### src/rtl/seg_count_gen_pkg.sv
// Shared definitions for the seven-segment stimulus counter: mode encodings,
// BCD nibble width and a constant power-of-ten helper for the binary view.
package seg_count_gen_pkg;

  localparam int NIB_W = 4;

  typedef enum logic [1:0] {
    MODE_UP       = 2'b00,
    MODE_DOWN     = 2'b01,
    MODE_PINGPONG = 2'b10,
    MODE_HOLD     = 2'b11
  } mode_e;

  // Elaboration-time constant; only ever called with loop-constant arguments.
  function automatic int pow10(input int n);
    int r;
    r = 1;
    for (int k = 0; k < n; k++) r = r * 10;
    return r;
  endfunction

endpackage

### src/rtl/seg_count_gen_if.sv
// Control and count bus of seg_count_gen; master drives controls, slave
// (the counter) drives the count views and event pulses.
interface seg_count_gen_if #(
  parameter int DIGITS = 6,
  parameter int DATA_W = 20
);
  logic                  en;
  logic [1:0]            mode;
  logic                  load;
  logic [4*DIGITS-1:0]   load_bcd;
  logic [4*DIGITS-1:0]   bcd;
  logic [DATA_W-1:0]     data;
  logic                  tick;
  logic                  wrap;
  logic                  dir;

  modport master (
    output en, mode, load, load_bcd,
    input  bcd, data, tick, wrap, dir
  );

  modport slave (
    input  en, mode, load, load_bcd,
    output bcd, data, tick, wrap, dir
  );
endinterface

### src/rtl/seg_count_gen_bcd_digit.sv
// One decimal digit of the counter: increments/decrements when its carry-in is
// set at a step, loads with clamp to 9, and reports carry/borrow to the next digit.
module bcd_digit
  import seg_count_gen_pkg::*;
(
  input  logic             clk,
  input  logic             rst,
  input  logic             step_i,
  input  logic             inc_i,
  input  logic             dec_i,
  input  logic             cin_i,
  input  logic             load_i,
  input  logic [NIB_W-1:0] load_val_i,
  output logic [NIB_W-1:0] q_o,
  output logic             cout_o
);

  logic [NIB_W-1:0] q_q, q_d;

  // Carry/borrow is independent of step so the top digit's out doubles as
  // the all-nines / all-zeros detector for wrap.
  assign cout_o = cin_i & ((inc_i & (q_q == 4'd9)) | (dec_i & (q_q == 4'd0)));

  always_comb begin
    q_d = q_q;
    if (load_i)
      q_d = (load_val_i > 4'd9) ? 4'd9 : load_val_i;
    else if (step_i && cin_i && inc_i)
      q_d = (q_q == 4'd9) ? 4'd0 : q_q + 4'd1;
    else if (step_i && cin_i && dec_i)
      q_d = (q_q == 4'd0) ? 4'd9 : q_q - 4'd1;
  end

  always_ff @(posedge clk) begin
    if (rst) q_q <= '0;
    else     q_q <= q_d;
  end

  assign q_o = q_q;

endmodule

### src/rtl/seg_count_gen.sv
// Decimal stimulus counter for the seven-segment path: prescaled BCD count with
// up/down/ping-pong/hold modes, pause, parallel load and a registered binary view.
module seg_count_gen
  import seg_count_gen_pkg::*;
#(
  parameter int DIGITS      = 6,
  parameter int TICK_CYCLES = 5_000_000,
  parameter int DATA_W      = 20
) (
  input  logic           clk,
  input  logic           rst,
  seg_count_gen_if.slave bus
);

  localparam int BW = NIB_W * DIGITS;
  localparam int PW = (TICK_CYCLES > 1) ? $clog2(TICK_CYCLES) : 1;
  localparam logic [PW-1:0] PLAST = PW'(TICK_CYCLES - 1);

  logic [PW-1:0]     pcnt_q, pcnt_d;
  logic              boundary, step;
  logic [BW-1:0]     bcd;
  logic              is_max, is_zero, msd_cout;
  logic              inc, dec, wrap_c, dir_d;
  logic              dir_q, tick_q, wrap_q;
  logic [DATA_W-1:0] data_d, data_q;
  mode_e             mode;

  assign mode     = mode_e'(bus.mode);
  assign boundary = bus.en && (pcnt_q == PLAST);
  assign step     = boundary && !bus.load;
  assign is_max   = (bcd == {DIGITS{4'd9}});
  assign is_zero  = (bcd == '0);

  always_comb begin
    pcnt_d = pcnt_q;
    if (bus.load)    pcnt_d = '0;
    else if (bus.en) pcnt_d = boundary ? '0 : pcnt_q + 1'b1;
  end

  // Direction request to the digits; ping-pong turnarounds reverse the
  // request on the extreme value so MAX steps to MAX-1 and 0 steps to 1.
  always_comb begin
    inc    = 1'b0;
    dec    = 1'b0;
    wrap_c = 1'b0;
    dir_d  = dir_q;
    case (mode)
      MODE_UP: begin
        inc    = 1'b1;
        wrap_c = msd_cout;
        dir_d  = 1'b0;
      end
      MODE_DOWN: begin
        dec    = 1'b1;
        wrap_c = msd_cout;
        dir_d  = 1'b1;
      end
      MODE_PINGPONG: begin
        if (!dir_q) begin
          if (is_max) begin
            dec    = 1'b1;
            dir_d  = 1'b1;
            wrap_c = 1'b1;
          end else begin
            inc = 1'b1;
          end
        end else begin
          if (is_zero) begin
            inc    = 1'b1;
            dir_d  = 1'b0;
            wrap_c = 1'b1;
          end else begin
            dec = 1'b1;
          end
        end
      end
      default: dir_d = 1'b0;
    endcase
  end

  for (genvar i = 0; i < DIGITS; i++) begin : g_dig
    logic cin, cout;
    if (i == 0) begin : g_lsd
      assign cin = 1'b1;
    end else begin : g_rip
      assign cin = g_dig[i-1].cout;
    end
    bcd_digit u_dig (
      .clk        (clk),
      .rst        (rst),
      .step_i     (step),
      .inc_i      (inc),
      .dec_i      (dec),
      .cin_i      (cin),
      .load_i     (bus.load),
      .load_val_i (bus.load_bcd[i*NIB_W +: NIB_W]),
      .q_o        (bcd[i*NIB_W +: NIB_W]),
      .cout_o     (cout)
    );
  end

  assign msd_cout = g_dig[DIGITS-1].cout;

  always_comb begin
    data_d = '0;
    for (int i = 0; i < DIGITS; i++)
      data_d = data_d + DATA_W'(bcd[i*NIB_W +: NIB_W]) * DATA_W'(pow10(i));
  end

  always_ff @(posedge clk) begin
    if (rst) begin
      pcnt_q <= '0;
      dir_q  <= 1'b0;
      tick_q <= 1'b0;
      wrap_q <= 1'b0;
      data_q <= '0;
    end else begin
      pcnt_q <= pcnt_d;
      data_q <= data_d;
      tick_q <= step;
      wrap_q <= step & wrap_c;
      if (step) dir_q <= dir_d;
    end
  end

  assign bus.bcd  = bcd;
  assign bus.data = data_q;
  assign bus.tick = tick_q;
  assign bus.wrap = wrap_q;
  assign bus.dir  = dir_q;

endmodule

### src/flat_wrapper.sv
// flat-port wrapper written by rule: the top's interface ports become plain ports
module seg_count_gen_flat import seg_count_gen_pkg::*;
#(
  parameter int DIGITS      = 6,
  parameter int TICK_CYCLES = 5_000_000,
  parameter int DATA_W      = 20
)
  (clk, rst, bus_en, bus_mode, bus_load, bus_load_bcd, bus_bcd, bus_data, bus_tick, bus_wrap, bus_dir);
  seg_count_gen_if #(.DIGITS(DIGITS), .DATA_W(DATA_W)) bus_i ();
  input  logic clk;
  input  logic rst;
  input wire logic [$bits(bus_i.en)-1:0] bus_en;
  input wire logic [$bits(bus_i.mode)-1:0] bus_mode;
  input wire logic [$bits(bus_i.load)-1:0] bus_load;
  input wire logic [$bits(bus_i.load_bcd)-1:0] bus_load_bcd;
  output wire logic [$bits(bus_i.bcd)-1:0] bus_bcd;
  output wire logic [$bits(bus_i.data)-1:0] bus_data;
  output wire logic [$bits(bus_i.tick)-1:0] bus_tick;
  output wire logic [$bits(bus_i.wrap)-1:0] bus_wrap;
  output wire logic [$bits(bus_i.dir)-1:0] bus_dir;
  assign bus_i.en = bus_en;
  assign bus_i.mode = bus_mode;
  assign bus_i.load = bus_load;
  assign bus_i.load_bcd = bus_load_bcd;
  assign bus_bcd = bus_i.bcd;
  assign bus_data = bus_i.data;
  assign bus_tick = bus_i.tick;
  assign bus_wrap = bus_i.wrap;
  assign bus_dir = bus_i.dir;
  seg_count_gen #(.DIGITS(DIGITS), .TICK_CYCLES(TICK_CYCLES), .DATA_W(DATA_W)) u_core (.clk(clk), .rst(rst), .bus(bus_i));
endmodule
### config.mk
export PLATFORM = sky130hd
export DESIGN_NAME = seg_count_gen_flat
export DESIGN_NICKNAME = d
export VERILOG_FILES = /design/src/rtl/seg_count_gen_pkg.sv /design/src/rtl/seg_count_gen_if.sv /design/src/rtl/seg_count_gen_bcd_digit.sv /design/src/rtl/seg_count_gen.sv /design/src/flat_wrapper.sv
export SDC_FILE = /design/constraint.sdc
export NUM_CORES = 1
export LEC_CHECK = 0
export ABC_AREA = 1
export BUFFER_PORTS_ARGS = -buffer_cell sky130_fd_sc_hd__buf_2
export CORE_ASPECT_RATIO = 1.4
export CORE_MARGIN = 8
export CORE_UTILIZATION = 56
export DETAILED_ROUTE_END_ITERATION = 10
export GPL_TIMING_DRIVEN = 0
export MAX_ROUTING_LAYER = met4
export PLACE_DENSITY = 0.76
export SYNTH_ARGS = -nofsm -noshare
export SYNTH_HDL_FRONTEND = slang
export SYNTH_SLANG_ARGS = --single-unit
### constraint.sdc
create_clock -name clk -period 5.6 [get_ports clk]
set_clock_uncertainty 0.15 [all_clocks]
set_input_delay 0.84 -clock clk [delete_from_list [all_inputs] [get_ports clk]]
set_output_delay 0.84 -clock clk [all_outputs]
set_load 0.005 [all_outputs]
Yosys cells after proc, flatten, opt, wreduce, memory -nomap -nowiden
Index checks and enable logic that the tools add are counted.
W data, S select, Z words.
{"block": "word_totals", "output_inout_bits": 47, "ff_bits": 70, "in_bits": 30, "elab_cells": 157}
{"block": "op_classes", "mul": 5, "order_cmp": 6, "bitwise": 24, "n_addsub": 18, "muxes": 47, "n_eq_ne": 10, "n_reduce_logical": 36}
{"cell": "$mux W4", "count": 36}
{"cell": "$add A4 B1 Y4 const B", "count": 6}
{"cell": "$eq A24 B24 Y1 const B", "count": 1}
{"cell": "$eq A4 B4 Y1 const B", "count": 6}
{"cell": "$gt A4 B4 Y1 const B", "count": 6}
{"cell": "$logic_not A24 Y1", "count": 1}
{"cell": "$logic_not A4 Y1", "count": 6}
{"cell": "$sub A4 B1 Y4 const B", "count": 6}
{"cell": "$add A23 B1 Y23 const B", "count": 1}
{"cell": "$eq A23 B23 Y1 const B", "count": 1}
{"cell": "$mux W23", "count": 1}
{"cell": "$add A20 B11 Y20", "count": 1}
{"cell": "$add A20 B14 Y20", "count": 1}
{"cell": "$add A20 B18 Y20", "count": 1}
{"cell": "$add A20 B20 Y20", "count": 1}
{"cell": "$logic_and A1 B1 Y1", "count": 19}
{"cell": "$and A1 B1 Y1", "count": 18}
{"cell": "$reduce_bool A3 Y1", "count": 6}
{"cell": "$mul A4 B12 Y15 const B", "count": 1}
{"cell": "$mul A4 B10 Y14 const B", "count": 1}
{"cell": "$mul A4 B7 Y11 const B", "count": 1}
{"cell": "$add A4 B8 Y9", "count": 1}
{"cell": "$mul A4 B5 Y9 const B", "count": 1}
{"cell": "$mul A4 B3 Y7 const B", "count": 1}
{"cell": "8 further kinds", "count": 22}

Longest topological paths before layout
Gate-level depths: netlist of the first run.
{"block": "logic_depth", "word_depth": 15, "mapped_depth": 28, "depth_no_buf": 28}

Modules after synthesis
From an unflattened synthesis of the first run, not the netlist that was laid out.
{"block": "hier_totals", "hier_cells": 1134, "hier_area_um2": 7922.6}
{"module": "seg_count_gen", "n_inst": 1, "seq_area_each_um2": 920.9, "cells_per_inst": 744, "area_each_um2": 5640.4}
{"module": "bcd_digit", "n_inst": 6, "seq_area_each_um2": 80.1, "cells_per_inst": 65, "area_each_um2": 380.4}

Worst setup path before layout of the first run
No wires, ideal clock.
{"block": "synth_timing", "kind": "reg-to-reg", "from": "reg u_core.g_dig[1].u_dig.q_q[1]", "to": "reg u_core.data_q[19] (netlist: u_core.bus.data[19])", "synth_period_minus_slack_ns": 5.327, "path_stages_with_launch": 24, "setup_ns": 0.115, "path_buffers": 0, "path_slack_ns": 0.273, "required_ns": 5.335, "arrival_ns": 5.062, "path_cell_list": "dfxtp_1 -> ha_1 -> ha_1 -> fa_1 -> inv_1 -> nor3_1 -> xnor2_1 -> inv_1 -> fa_1 -> inv_1 -> fa_1 -> fa_1 -> fa_1 -> inv_1 -> nand2_1 -> o21ai_0 -> nand4_1 -> o2111ai_1 -> nand2_1 -> inv_1 -> o21ai_0 -> nand2_1 -> xnor2_1 -> and2_1"}
{"block": "synth_between", "elab_chain_cells": 6}
{"element": "from (decl)", "line_no": "seg_count_gen_bcd_digit.sv:18", "text": "logic [NIB_W-1:0] q_q, q_d;"}
{"element": "from (signal assigned)", "line_no": "seg_count_gen_bcd_digit.sv:36", "text": "else q_q <= q_d;"}
{"element": "$mul A4 B3 Y7", "line_no": "seg_count_gen.sv:107", "text": "data_d = data_d + DATA_W'(bcd[i*NIB_W +: NIB_W]) * DATA_W'(pow10(i));"}
{"element": "$add A4 B8 Y9", "line_no": "seg_count_gen.sv:107"}
{"element": "$add A20 B11 Y20", "line_no": "seg_count_gen.sv:107"}
{"element": "$add A20 B14 Y20", "line_no": "seg_count_gen.sv:107"}
{"element": "$add A20 B18 Y20", "line_no": "seg_count_gen.sv:107"}
{"element": "$add A20 B20 Y20", "line_no": "seg_count_gen.sv:107"}
{"element": "to (signal assigned)", "line_no": "seg_count_gen.sv:119", "text": "data_q <= data_d;"}
{"element": "to (decl)", "line_no": "seg_count_gen.sv:25", "text": "logic [DATA_W-1:0] data_d, data_q;"}
No other way between the ends.
A chain may end at the register's enable or synchronous reset.

Final worst setup path of the first run
{"block": "layout_timing", "from": "reg u_core.g_dig[1].u_dig.q_q[0]", "to": "reg u_core.data_q[18] (netlist: u_core.bus.data[18])"}
Same word-level chain as after synthesis.

==> results of run 1 <==
-- state kept, by name (all words and copies together) (netlist names) --
| register | cells |
|---|---|
| u_core.bus.data | 20 |
| u_core.pcnt_q | 23 |
| u_core.bus.dir | 1 |
| u_core.bus.wrap | 1 |
| u_core.bus.tick | 1 |
| u_core.g_dig.u_dig.q_o | 24 |
-- placed cells by master, fill, tap and decap left out, drive strengths merged, types with 2 or more instances in the layout --
master / instances
a211oi: 3
a21oi: 101
a22oi: 3
a31oi: 8
and2: 2
buf: 94
clkbuf: 20
clkinv: 2
clkinvlp: 2
dfxtp: 70
fa: 37
ha: 130
inv: 191
nand2: 191
nand3: 52
nand3b: 2
nand4: 10
nor2: 90
nor3: 22
nor4: 6
o2111ai: 2
o211ai: 5
o21a: 4
o21ai: 70
o21bai: 2
o22ai: 3
o31ai: 3
or2: 4
xnor2: 15
xor2: 25
-- layout make-up --
class	count	area [µm²]
buffer	16	88.8
clock buffer	11	243
clock inverter	5	58.8
fill	1193	4740
inverter	191	717
multi-input combinational	794	5810
sequential	70	1430
tap	185	231
timing repair buffer	87	465
-- worst min path at each step --
stage / slack (ns) / startpoint / cells after the start / to
after CTS: 0.34 / u_core.pcnt_q[5]$_SDFFE_PP0P_ / 2 / u_core.pcnt_q[5]$_SDFFE_PP0P_
after detailed placement: 0.33 / u_core.pcnt_q[5]$_SDFFE_PP0P_ / 2 / u_core.pcnt_q[5]$_SDFFE_PP0P_
after global routing: 0.37 / u_core.pcnt_q[5]$_SDFFE_PP0P_ / 2 / u_core.pcnt_q[5]$_SDFFE_PP0P_
after global placement: 0.32 / u_core.pcnt_q[5]$_SDFFE_PP0P_ / 2 / u_core.pcnt_q[5]$_SDFFE_PP0P_
final: 0.33 / u_core.pcnt_q[5]$_SDFFE_PP0P_ / 2 / u_core.pcnt_q[5]$_SDFFE_PP0P_
after floorplan: 0.30 / u_core.pcnt_q[5]$_SDFFE_PP0P_ / 2 / u_core.pcnt_q[5]$_SDFFE_PP0P_
-- power by group through the flow --
| stage | Clock, W | Sequential (W) | Combinational (W) |
|---|---|---|---|
| after floorplan | 0 | 0.000607 | 0.000701 |
| after global placement | 0 | 0.000610 | 0.000924 |
| after detailed placement | 0 | 0.000612 | 0.000955 |
| after CTS | 0.000609 | 0.000603 | 0.000980 |
| after global routing | 0.000638 | 0.000607 | 0.00123 |
| final | 0.000608 | 0.000601 | 0.00109 |
-- logic make-up (layout without fill, tap and decap cells) --
logic type / count (synthesis) / after routing / share of synthesized area (%)
xor gates and xnor gates: 40 / 40 / 4.49
buffers and inverters: 207 / 310 / 10.3
and+or+nand+nor: 380 / 380 / 22.3
DFF: 70 / 70 / 18.0
AOI/OAI and AO/OA: 207 / 207 / 14.6
adders and majority gates: 167 / 167 / 30.4
-- stage by stage --
| stage | utilization (%) | setup WS [ns] | power [W] | TNS (ns) |
|---|---|---|---|---|
| after floorplan | - | 0.273 | 0.00131 | 0 |
| after global placement | 60.9 | -0.417 | 0.00153 | -0.859 |
| after detailed placement | 60.9 | -0.416 | 0.00157 | -0.937 |
| after CTS | 63.5 | 0.00889 | 0.00219 | 0 |
| after global routing | 65.6 | -0.0866 | 0.00248 | -0.130 |
| final | 65.6 | 0.200 | 0.00230 | 0 |
-- critical path, stage by stage, from the launching register on --
cell and delay, ns:
dfxtp_2 0.38, ha_1 0.25, ha_1 0.20, fa_1 0.43, xor2_2 0.24, nand3_2 0.14, xor2_2 0.20, fa_1 0.53
inv_1 0.06, fa_1 0.51, fa_1 0.55, inv_1 0.05, ha_1 0.35, nand2_1 0.09, nand2_1 0.07, a31oi_2 0.19
inv_1 0.12, nand3_1 0.10, o2111ai_2 0.13, nand2_1 0.09, inv_1 0.05, o21ai_1 0.12, nand2_1 0.08, o21ai_0 0.14
a21oi_1 0.06
-- per-layer routing --
metal,global-route usage (%),wire length (µm)
met1,26.4,8560
met2,42.3,10900
met3,3.80,1080
met4,10.3,973
met5,-,0
-- repair_timing --
item	CTS	global route
pin swaps	2	18
setup buffers	1	12
setup endpoints to repair	7	4
hold buffers	0	0
resized for setup	13	41
==> metrics.json, run 1 <==
{
  "clock_network": {
    "cts_inserted_buffers": 9,
    "path_clk_slew_ns": 0.06,
    "max-clock-path-buffers": 2,
    "tritoncts_clock_tree": "built",
    "worstSkewPairLatency_ns": 0.35,
    "root_buffer": "clkbuf_16",
    "clkSinkCount": 70,
    "clock_tree.htree_level_count": 3
  },
  "routing": {
    "drt_iter0_markers": 408,
    "detail-route-antenna-nets": 0,
    "drt_pass1_iterations": 8,
    "detail_route.wl_per_cell_um": 15.9,
    "wire_length_after_detailed_routing_mm": 21.6,
    "vias_per_cell": 5.43,
    "route.detailed.drc": 0,
    "vias": 7381
  },
  "critical_path": {
    "worst_setup_path_endpoint": "u_core.bus.data[18]$_SDFF_PP0_",
    "reg2reg_setup_slack_ns": 0.20,
    "worstSetupPathType": "flip-flop to flip-flop",
    "worstSetupEndpointType": "flip-flop",
    "r2r_cells": 24,
    "cp_max_fo": 7,
    "crit_start": "u_core.g_dig[1].u_dig.q_o[0]$_SDFFE_PP0P_",
    "startpoint_type": "flip-flop",
    "crit-reg2reg-launch": "u_core.g_dig[1].u_dig.q_o[0]$_SDFFE_PP0P_",
    "r2r-end": "u_core.bus.data[18]$_SDFF_PP0_",
    "critPathArrivalTime_ns": 5.49,
    "crit_path_required_time_ns": 5.69
  },
  "timing": {
    "worst_slew_margin_rel_pct": 50.8,
    "max_freq_mhz": 185,
    "timing.final.hold_violations": 0,
    "setup-violations-final": 0,
    "report.final.slew_viol_count": 0,
    "final.hold.worst_slack_ns": 0.334,
    "fin_crit_ns": 5.40,
    "tightestPinTransition_ns": 0.738,
    "period_share_pct": 96.4
  },
  "synth": {
    "synth_seq_cells": 70,
    "netlist_area_before_placement_um2": 7800,
    "yosysMostFrequentCell": "inv_1",
    "number_of_distinct_library_cell_variants_in_the_gate_level_netlist_after_synthesis": 47,
    "avgSynthCellArea_um2": 7.28,
    "syn_inst": 1071,
    "synth_seq_area_share_pct": 18.0,
    "async_flop_share_pct": 0,
    "synth_top_area_share_pct": 20.9,
    "count_of_flip_flops_with_a_built_in_enable_after_synthesis": 0,
    "syn-num-nets": 1268,
    "yosysTopAreaCell": "ha_1",
    "synth.cells.most_frequent": "inv_1 (185), nand2_1 (174), ha_1 (130)",
    "synth_flop_cell": "dfxtp_1",
    "synth-warning-count": 0,
    "synthTopCellsByArea": "ha_1 (21%), dfxtp_1 (18%), fa_1 (9.5%), inv_1 (8.9%), nand2_1 (8.4%)"
  },
  "placed_design": {
    "gp_congestion": 0.904,
    "dp_hpwl_mm": 16.3,
    "dp_cells": 1330,
    "place_area_um2": 8400,
    "placement.io_buffers": 74
  },
  "cells_and_area": {
    "fin_area_um2": 9040,
    "diodes": 0,
    "area.growth.synth_to_final_pct": 16.0,
    "stdcell_count": 1359,
    "layout.nets": 1366,
    "final_layout_size_suffix_gt1_share_pct": 16.5
  },
  "power_and_ir_drop": {
    "p_seq_share_pct": 26.1,
    "power_switching_w": 0.000936,
    "power.clock.fraction_pct": 26.4,
    "leak_pwr_nw": 4.59,
    "pwr_density_cell_nw_per_um2": 255,
    "comb_power_share_pct": 47.5,
    "irDropWorstVdd_uv": 281,
    "sw_frac_of_total_pct": 40.7,
    "power_report.internal_total_w": 0.00137
  },
  "floorplan": {
    "die_height_um": 156,
    "rows": 51,
    "core_um2": 13800,
    "io_pins": 77,
    "fp.dieW_um": 116,
    "floorplan.die_area_um2": 18000,
    "initial_cell_density_of_the_core_pct": 56.6
  },
  "grt": {
    "global_route_wire_length_before_repair_mm": 33.7,
    "antenna_found_initial": 0,
    "grt_overflow_total": 0,
    "gr-usage-all-layers_pct": 24.1,
    "grt_pass1_vias": 7211,
    "grt_start_max_net_pins": 15
  },
  "outcome": {
    "status": "finished clean"
  },
  "min_path": {
    "hold_path_class": "flip-flop to flip-flop"
  },
  "flow_run": {
    "max_cap_viol_count": 0
  }
}
Power figures use the tool's default switching activity.
==> inputs of run 2 (changes only) <==
- PLACE_DENSITY: 0.76 -> 0.79
==> run 2 against run 1 <==
Combinational power grew 4%; highest routed layer unchanged; wire length shrank 4.5%; final cell count grew 0.37%; critical path depth shrank 2; utilization grew 0.65 points; register-to-register slack gained 0.03 ns; sequential share of layout area shrank 0.20 points; critical endpoint is now u_core.bus.data[19]$_SDFF_PP0_; clock power shrank 2%; via count shrank 0.88%; first-iteration DRC count grew 9.8%; non-clock buffer count grew 5.
==> metrics.json, run 2 (same netlist as run 1, synthesis figures left out) <==
{
  "cells_and_area": {
    "layout.nets": {"value": 1371, "change": "+0.37%"},
    "stdcell_count": {"value": 1364, "change": "+0.37%"},
    "largest_reg_flops": {"value": 24, "change": "unchanged"},
    "final_layout_size_suffix_gt1_share": {"value": 17.7, "unit": "%", "change": "+1.2 points"},
    "layout_commonest_cell": "inv_1",
    "postLayoutCoreUtil": {"value": 66.3, "unit": "%", "change": "+0.65 points"},
    "fin_area": {"value": 9130, "unit": "µm²", "change": "+1.0%"},
    "final_cell_mix": "inv_1 (183), nand2_1 (172), ha_1 (116)",
    "area.growth.synth_to_final_pct": 17.1,
    "diodes": {"value": 0, "change": "unchanged"}
  },
  "clock_network": {
    "max-clock-path-buffers": {"value": 2, "change": "unchanged"},
    "clkSinkCount": {"value": 70, "change": "unchanged"},
    "tritoncts_clock_tree": "built",
    "root_buffer": "clkbuf_16",
    "path_clk_slew": {"value": 0.07, "unit": "ns", "change": "about the same"},
    "clock_tree.htree_level_count": {"value": 3, "change": "unchanged"},
    "worstSkewPairLatency": {"value": 0.35, "unit": "ns", "change": "about the same"},
    "post_cts_hold_buffer_count": {"value": 0, "change": "unchanged"},
    "cts_inserted_buffers": {"value": 9, "change": "unchanged"}
  },
  "placed_design": {
    "dp_cells": {"value": 1330, "change": "unchanged"},
    "dp_hpwl": {"value": 15.9, "unit": "mm", "change": "-2.0%"},
    "place_area": {"value": 8400, "unit": "µm²", "change": "unchanged"},
    "gp_congestion": {"value": 0.906, "change": "+0.21%"},
    "placement.setup.worst_slack": {"value": -0.439, "unit": "ns", "change": "-0.0231 ns"},
    "placement.io_buffers": {"value": 74, "change": "unchanged"}
  },
  "routing": {
    "wire_length_after_detailed_routing": {"value": 20.6, "unit": "mm", "change": "-4.5%"},
    "drt_iter0_markers": {"value": 448, "change": "+9.8%"},
    "drt_pass1_iterations": {"value": 5, "change": "-3"},
    "vias": {"value": 7316, "change": "-0.88%"},
    "detail_route.wl_per_cell": {"value": 15.1, "unit": "µm", "change": "-4.8%"},
    "detail-route-antenna-nets": {"value": 0, "change": "unchanged"},
    "route.detailed.drc": {"value": 0, "change": "unchanged"},
    "vias_per_cell": {"value": 5.36, "change": "-1.2%"}
  },
  "grt": {
    "grt_overflow_total": {"value": 0, "change": "unchanged"},
    "grt_start_max_net_pins": {"value": 17, "change": "+2"},
    "grt_pass1_vias": {"value": 7144, "change": "-0.93%"},
    "gr-usage-all-layers": {"value": 23.8, "unit": "%", "change": "-0.34 points"},
    "antenna_found_initial": {"value": 0, "change": "unchanged"},
    "global_route_wire_length_before_repair": {"value": 33.2, "unit": "mm", "change": "-1.5%"}
  },
  "timing": {
    "max_freq": {"value": 186, "unit": "MHz", "change": "+0.48%"},
    "timing.final.hold_violations": {"value": 0, "change": "unchanged"},
    "worst_slew_margin_rel": {"value": 52.2, "unit": "%", "change": "+1.4 points"},
    "period_share": {"value": 96.0, "unit": "%", "change": "-0.47 points"},
    "fin_crit": {"value": 5.37, "unit": "ns", "change": "-0.0261 ns"},
    "report.final.slew_viol_count": {"value": 0, "change": "unchanged"},
    "postLayoutSetupSlackWorst": {"value": 0.226, "unit": "ns", "change": "+0.0261 ns"},
    "setup-violations-final": {"value": 0, "change": "unchanged"},
    "tightestPinTransition": {"value": 0.717, "unit": "ns", "change": "-0.0209 ns"}
  },
  "flow_run": {
    "max_cap_viol_count": {"value": 0, "change": "unchanged"}
  },
  "floorplan": {
    "rows": {"value": 51, "change": "unchanged"},
    "floorplan.die_area": {"value": 18000, "unit": "µm²", "change": "unchanged"},
    "initial_cell_density_of_the_core": {"value": 56.6, "unit": "%", "change": "unchanged"},
    "core": {"value": 13800, "unit": "µm²", "change": "unchanged"},
    "die_height": {"value": 156, "unit": "µm", "change": "unchanged"},
    "io_pins": {"value": 77, "change": "unchanged"},
    "fp.dieW": {"value": 116, "unit": "µm", "change": "unchanged"}
  },
  "critical_path": {
    "crit_path_required_time": {"value": 5.70, "unit": "ns", "change": "about the same"},
    "cp_max_fo": {"value": 7, "change": "unchanged"},
    "startpoint_type": "flip-flop",
    "worstSetupPathType": "flip-flop to flip-flop",
    "worstSetupEndpointType": "flip-flop",
    "critPathArrivalTime": {"value": 5.47, "unit": "ns", "change": "-0.02 ns"}
  },
  "outcome": {
    "status": "finished clean"
  },
  "power_and_ir_drop": {
    "power_switching": {"value": 0.000971, "unit": "W", "change": "+3.7%"},
    "power_report.internal_total": {"value": 0.00135, "unit": "W", "change": "-0.94%"},
    "power.clock.fraction": {"value": 25.7, "unit": "%", "change": "-0.7 points"},
    "irDropWorstVdd": {"value": 322, "unit": "µV", "change": "+15%"},
    "comb_power_share": {"value": 48.6, "unit": "%", "change": "+1.1 points"},
    "pwr_density_cell": {"value": 254, "unit": "nW/µm²", "change": "about the same"},
    "leak_pwr": {"value": 4.64, "unit": "nW", "change": "+1.1%"},
    "sw_frac_of_total": {"value": 41.8, "unit": "%", "change": "+1.1 points"},
    "p_seq_share": {"value": 25.7, "unit": "%", "change": "-0.4 points"}
  },
  "min_path": {
    "hold_path_class": "flip-flop to flip-flop"
  }
}
[run 2: worst max-delay path, stage by stage, from the launching register on]
cell and delay, ns:
dfxtp_4 0.43, fa_2 0.48, buf_4 0.16, fa_1 0.49, ha_2 0.32, a21oi_2 0.17
nand2_2 0.09, xor2_2 0.20, fa_1 0.51, fa_1 0.56, inv_1 0.04, ha_1 0.32
ha_4 0.27, a21oi_1 0.17, o21ai_1 0.11, nand3_1 0.10, o2111ai_2 0.14, nand2_1 0.08
inv_1 0.05, o21ai_1 0.12, nand2_1 0.08, xnor2_1 0.12, and2_1 0.13
[run 2: final timing paths]
check,from,end,slack [ns],depth (start not counted)
worst min register to register,u_core.pcnt_q[5]$_SDFFE_PP0P_,u_core.pcnt_q[5]$_SDFFE_PP0P_,0.33,2
worst max-delay path,u_core.g_dig[3].u_dig.q_o[2]$_SDFFE_PP0P_,u_core.bus.data[19]$_SDFF_PP0_,0.23,22
worst max register to register,u_core.g_dig[3].u_dig.q_o[2]$_SDFFE_PP0P_,u_core.bus.data[19]$_SDFF_PP0_,0.23,22
worst min-delay path,u_core.pcnt_q[5]$_SDFFE_PP0P_,u_core.pcnt_q[5]$_SDFFE_PP0P_,0.33,2
[run 2: metal layers]
metal  routed length, µm  track usage, %  up-vias
li1                    -               -     3700
met1                8350            25.6     3388
met2               10800            42.0      179
met3                 787            3.72       49
met4                 675            10.6        0
met5                   0               -        -
[run 2: final cells by class]
class | count | area (µm²)
buffer | 16 | 88.8
clock buffer | 9 | 225
clock inverter | 7 | 76.3
fill | 1163 | 4650
inverter | 191 | 721
multi-input combinational | 794 | 5860
sequential | 70 | 1430
tap | 185 | 231
timing repair buffer | 92 | 505
[run 2: per-stage QoR]
| step | power (W) | hold slack (ns) | setup TNS (ns) |
|---|---|---|---|
| detailed placement | 0.00156 | 0.324 | -1.20 |
| global placement | 0.00154 | 0.314 | -0.840 |
| floorplan | 0.00131 | 0.301 | 0 |
| CTS | 0.00219 | 0.335 | 0 |
| finish | 0.00232 | 0.332 | 0 |
| global route | 0.00252 | 0.369 | -0.0141 |
[run 2: timing repair]
action,in CTS,in global routing
endpoints found under the setup margin,7,4
setup buffers,2,16
pin swaps,3,17
gates cloned,0,0
gates resized for setup,17,48
[run 2: power by group through the flow]
stage | registers, W | clock network (W) | logic (W)
2_1_floorplan | 0.000607 | 0 | 0.000701
3_3_place_gp | 0.000610 | 0 | 0.000925
3_5_place_dp | 0.000610 | 0 | 0.000952
4_1_cts | 0.000600 | 0.000604 | 0.000983
5_1_grt | 0.000605 | 0.000627 | 0.00129
6_report | 0.000597 | 0.000598 | 0.00113
==> inputs of run 3 (changes only) <==
- ABC_AREA: 1 -> not set
==> run 3 against run 2 <==
Worst hold slack improved by 0.012 ns; via count decreased by 2.0%; combinational power increased by 27%; sequential power increased by 2%; power increased by 15%; highest routed layer unchanged; global-route usage increased by 0.99 points; first-iteration DRC count decreased by 12%; synthesized cell count decreased by 14%; non-clock buffer count increased by 10; critical path type unchanged; die area about the same; sequential share of layout area increased by 0.12 points; utilization decreased by 0.69 points.
==> metrics.json, run 3 <==
{
  "synth": {
    "synth-warning-count": {"value": 0, "change": "unchanged"},
    "number_of_distinct_library_cell_variants_in_the_gate_level_netlist_after_synthesis": {"value": 79, "change": "+68%"},
    "synthTopCellsByArea": "ha_1 (21%), dfxtp_1 (18%), fa_1 (9.5%), xnor2_1 (4.8%), inv_1 (4.6%)",
    "avgSynthCellArea": {"value": 8.48, "unit": "µm²", "change": "+16%"},
    "netlist_area_before_placement": {"value": 7800, "unit": "µm²", "change": "about the same"},
    "synth.cells.most_frequent": "ha_1 (130), inv_1 (95), dfxtp_1 (70)",
    "synth_top_area_share": {"value": 20.9, "unit": "%", "change": "about the same"},
    "yosysTopAreaCell": "ha_1",
    "synth_seq_cells": {"value": 70, "change": "unchanged"},
    "async_flop_share": {"value": 0, "unit": "%", "change": "unchanged"},
    "yosysMostFrequentCell": "ha_1",
    "count_of_flip_flops_with_a_built_in_enable_after_synthesis": {"value": 0, "change": "unchanged"},
    "synth_flop_cell": "dfxtp_1",
    "syn-num-nets": {"value": 1117, "change": "-12%"},
    "synth_seq_area_share": {"value": 18.0, "unit": "%", "change": "about the same"},
    "syn_inst": {"value": 920, "change": "-14%"}
  },
  "timing": {
    "report.final.slew_viol_count": {"value": 0, "change": "unchanged"},
    "max_freq": {"value": 185, "unit": "MHz", "change": "-0.78%"},
    "period_share": {"value": 96.7, "unit": "%", "change": "+0.76 points"},
    "setup-violations-final": {"value": 0, "change": "unchanged"},
    "worst_slew_margin_rel": {"value": 38.3, "unit": "%", "change": "-14 points"},
    "postLayoutSetupSlackWorst": {"value": 0.184, "unit": "ns", "change": "-0.0425 ns"},
    "timing.final.hold_violations": {"value": 0, "change": "unchanged"},
    "setup_tns": {"value": 0, "unit": "ns", "change": "unchanged"},
    "fin_crit": {"value": 5.42, "unit": "ns", "change": "+0.0425 ns"},
    "tightestPinTransition": {"value": 0.926, "unit": "ns", "change": "+0.209 ns"}
  },
  "floorplan": {
    "die_height": {"value": 156, "unit": "µm", "change": "about the same"},
    "floorplan.die_area": {"value": 18000, "unit": "µm²", "change": "about the same"},
    "io_pins": {"value": 77, "change": "unchanged"},
    "rows": {"value": 51, "change": "unchanged"},
    "initial_cell_density_of_the_core": {"value": 56.6, "unit": "%", "change": "about the same"},
    "fp.dieW": {"value": 116, "unit": "µm", "change": "about the same"},
    "core": {"value": 13800, "unit": "µm²", "change": "unchanged"}
  },
  "critical_path": {
    "crit_path_required_time": {"value": 5.72, "unit": "ns", "change": "+0.02 ns"},
    "critical_path.max_stage_delay": {"value": 0.55, "unit": "ns", "change": "about the same"},
    "crit_chain": "buf_6 -> clkinvlp_4 -> ha_4 -> fa_1 -> fa_2 -> a21o_1 -> a21oi_2 -> xor2_1 -> fa_1 -> fa_1 -> inv_1 -> ha_1 -> ha_1 -> o21ai_2 -> a21boi_2 -> o2111a_2 -> nor3_4 -> or3_1 -> a21oi_1",
    "crit-reg2reg-launch": "u_core.g_dig[3].u_dig.q_o[1]$_SDFFE_PP0P_",
    "worstPathBufferInverterCount": {"value": 3, "change": "unchanged"},
    "worstSetupPathType": "flip-flop to flip-flop",
    "critPathArrivalTime": {"value": 5.54, "unit": "ns", "change": "+0.07 ns"},
    "cp_max_fo": {"value": 10, "change": "+3"},
    "startpoint_type": "flip-flop",
    "crit_start": "u_core.g_dig[3].u_dig.q_o[1]$_SDFFE_PP0P_",
    "critical-path-slowest-cell": "fa_1",
    "cpMostUsedCell": "fa_1",
    "crit_family": "adder cells",
    "worstSetupEndpointType": "flip-flop"
  },
  "cells_and_area": {
    "diodes": {"value": 0, "change": "unchanged"},
    "layout.nets": {"value": 1214, "change": "-11%"},
    "final_cell_mix": "ha_1 (124), inv_1 (94), buf_2 (81)",
    "layout_commonest_cell": "ha_1",
    "area.growth.synth_to_final_pct": 15.8,
    "layout_fillers": {"value": 1183, "change": "+1.7%"},
    "final_layout_size_suffix_gt1_share": {"value": 16.7, "unit": "%", "change": "-0.99 points"},
    "fin_area": {"value": 9040, "unit": "µm²", "change": "-1.0%"},
    "largest_reg_flops": {"value": 24, "change": "unchanged"},
    "postLayoutCoreUtil": {"value": 65.6, "unit": "%", "change": "-0.69 points"}
  },
  "routing": {
    "drt_pass1_iterations": {"value": 5, "change": "unchanged"},
    "detail_route.wl_per_cell": {"value": 18.1, "unit": "µm", "change": "+20%"},
    "vias_per_cell": {"value": 5.94, "change": "+11%"},
    "route.detailed.drc": {"value": 0, "change": "unchanged"},
    "detail-route-antenna-nets": {"value": 0, "change": "unchanged"},
    "vias": {"value": 7170, "change": "-2.0%"},
    "wire_length_after_detailed_routing": {"value": 21.8, "unit": "mm", "change": "+5.9%"},
    "drt_iter0_markers": {"value": 394, "change": "-12%"}
  },
  "clock_network": {
    "max-clock-path-buffers": {"value": 2, "change": "unchanged"},
    "path_clk_slew": {"value": 0.06, "unit": "ns", "change": "about the same"},
    "worstSkewPairLatency": {"value": 0.35, "unit": "ns", "change": "about the same"},
    "clock_tree.htree_level_count": {"value": 3, "change": "unchanged"},
    "tritoncts_clock_tree": "built",
    "cts_inserted_buffers": {"value": 9, "change": "unchanged"},
    "clkSinkCount": {"value": 70, "change": "unchanged"},
    "post_cts_hold_buffer_count": {"value": 0, "change": "unchanged"},
    "root_buffer": "clkbuf_16"
  },
  "placed_design": {
    "dp_hpwl": {"value": 16.7, "unit": "mm", "change": "+5.0%"},
    "placement.setup.worst_slack": {"value": -0.577, "unit": "ns", "change": "-0.138 ns"},
    "placement.io_buffers": {"value": 76, "change": "+2.7%"},
    "gp_congestion": {"value": 0.934, "change": "+3.1%"},
    "place_area": {"value": 8410, "unit": "µm²", "change": "+0.18%"}
  },
  "outcome": {
    "status": "finished clean"
  },
  "power_and_ir_drop": {
    "p_total": {"value": 0.00267, "unit": "W", "change": "+15%"},
    "pwr_density_cell": {"value": 295, "unit": "nW/µm²", "change": "+16%"},
    "leak_pwr": {"value": 4.14, "unit": "nW", "change": "-11%"},
    "irDropWorstVdd": {"value": 153, "unit": "µV", "change": "-53%"}
  },
  "grt": {
    "grt_pass1_vias": {"value": 6987, "change": "-2.2%"},
    "antenna_found_initial": {"value": 0, "change": "unchanged"},
    "grt_start_max_net_pins": {"value": 15, "change": "-2"},
    "grt_overflow_total": {"value": 0, "change": "unchanged"},
    "gr-usage-all-layers": {"value": 24.8, "unit": "%", "change": "+0.99 points"},
    "global_route_wire_length_before_repair": {"value": 34.1, "unit": "mm", "change": "+2.9%"}
  },
  "min_path": {
    "min-delay-start": "u_core.pcnt_q[1]$_SDFFE_PP0P_",
    "hold_path_class": "flip-flop to flip-flop"
  },
  "flow_run": {
    "max_cap_viol_count": {"value": 0, "change": "unchanged"}
  }
}
==> run 3: repair_timing <==
item / CTS / global route
pin swaps: 9 / 18
setup endpoints to repair: 8 / 8
gates resized for setup: 28 / 30
buffers inserted: 1 / 9
==> run 3: path summary, 6_finish.rpt <==
kind / endpoint / slack [ns] / depth (start not counted)
setup / recovery: u_core.bus.data[17]$_SDFF_PP0_ / 0.18 / 19
hold / removal: u_core.pcnt_q[1]$_SDFFE_PP0P_ / 0.34 / 2
setup reg to reg: u_core.bus.data[17]$_SDFF_PP0_ / 0.18 / 19
hold reg to reg: u_core.pcnt_q[1]$_SDFFE_PP0P_ / 0.34 / 2
==> run 3: kinds of logic after synthesis <==
family	count (synthesis)	synth area share, %
fa+ha+maj	167	30.3
simple gates	266	17.5
buf+inv	127	6.30
mux	9	1.19
compound gates	209	18.6
flops	70	18.0
xor+xnor	72	8.08
==> run 3: cell type report <==
cell class	count	area [µm²]	share of cell area (%)
inverter	95	360	3.99
tap	185	231	2.56
multi-input combinational	723	6100	67.5
clock buffer	12	267	2.95
buffer	32	143	1.58
clock inverter	4	53.8	0.595
sequential	70	1420	15.8
timing repair buffer	86	455	5.04
==> run 3: power by group <==
part	total, W	leakage [nW]	switching [W]	internal, W
registers	0.000607	0.578	0.0000461	0.000561
logic	0.00143	3.41	0.000768	0.000663
clock network	0.000628	0.151	0.000245	0.000383
==> run 3: per-layer routing <==
metal | wire length (µm) | track usage, %
met2 | 11500 | 45.2
met1 | 8140 | 25.0
met5 | 0 | -
met4 | 1190 | 14.3
met3 | 991 | 2.63
==> run 3: per-stage QoR <==
step,hold slack (ns),cells
floorplan,0.312,920
global placement,0.329,1181
CTS,0.347,1198
detailed placement,0.339,1181
global route,0.394,1207
finish,0.345,1207
==> run 3: worst min-delay path, stage by stage (launching register included) <==
cell      delay, ns
dfxtp_1        0.32
nand2b_1       0.07
a21oi_1        0.06
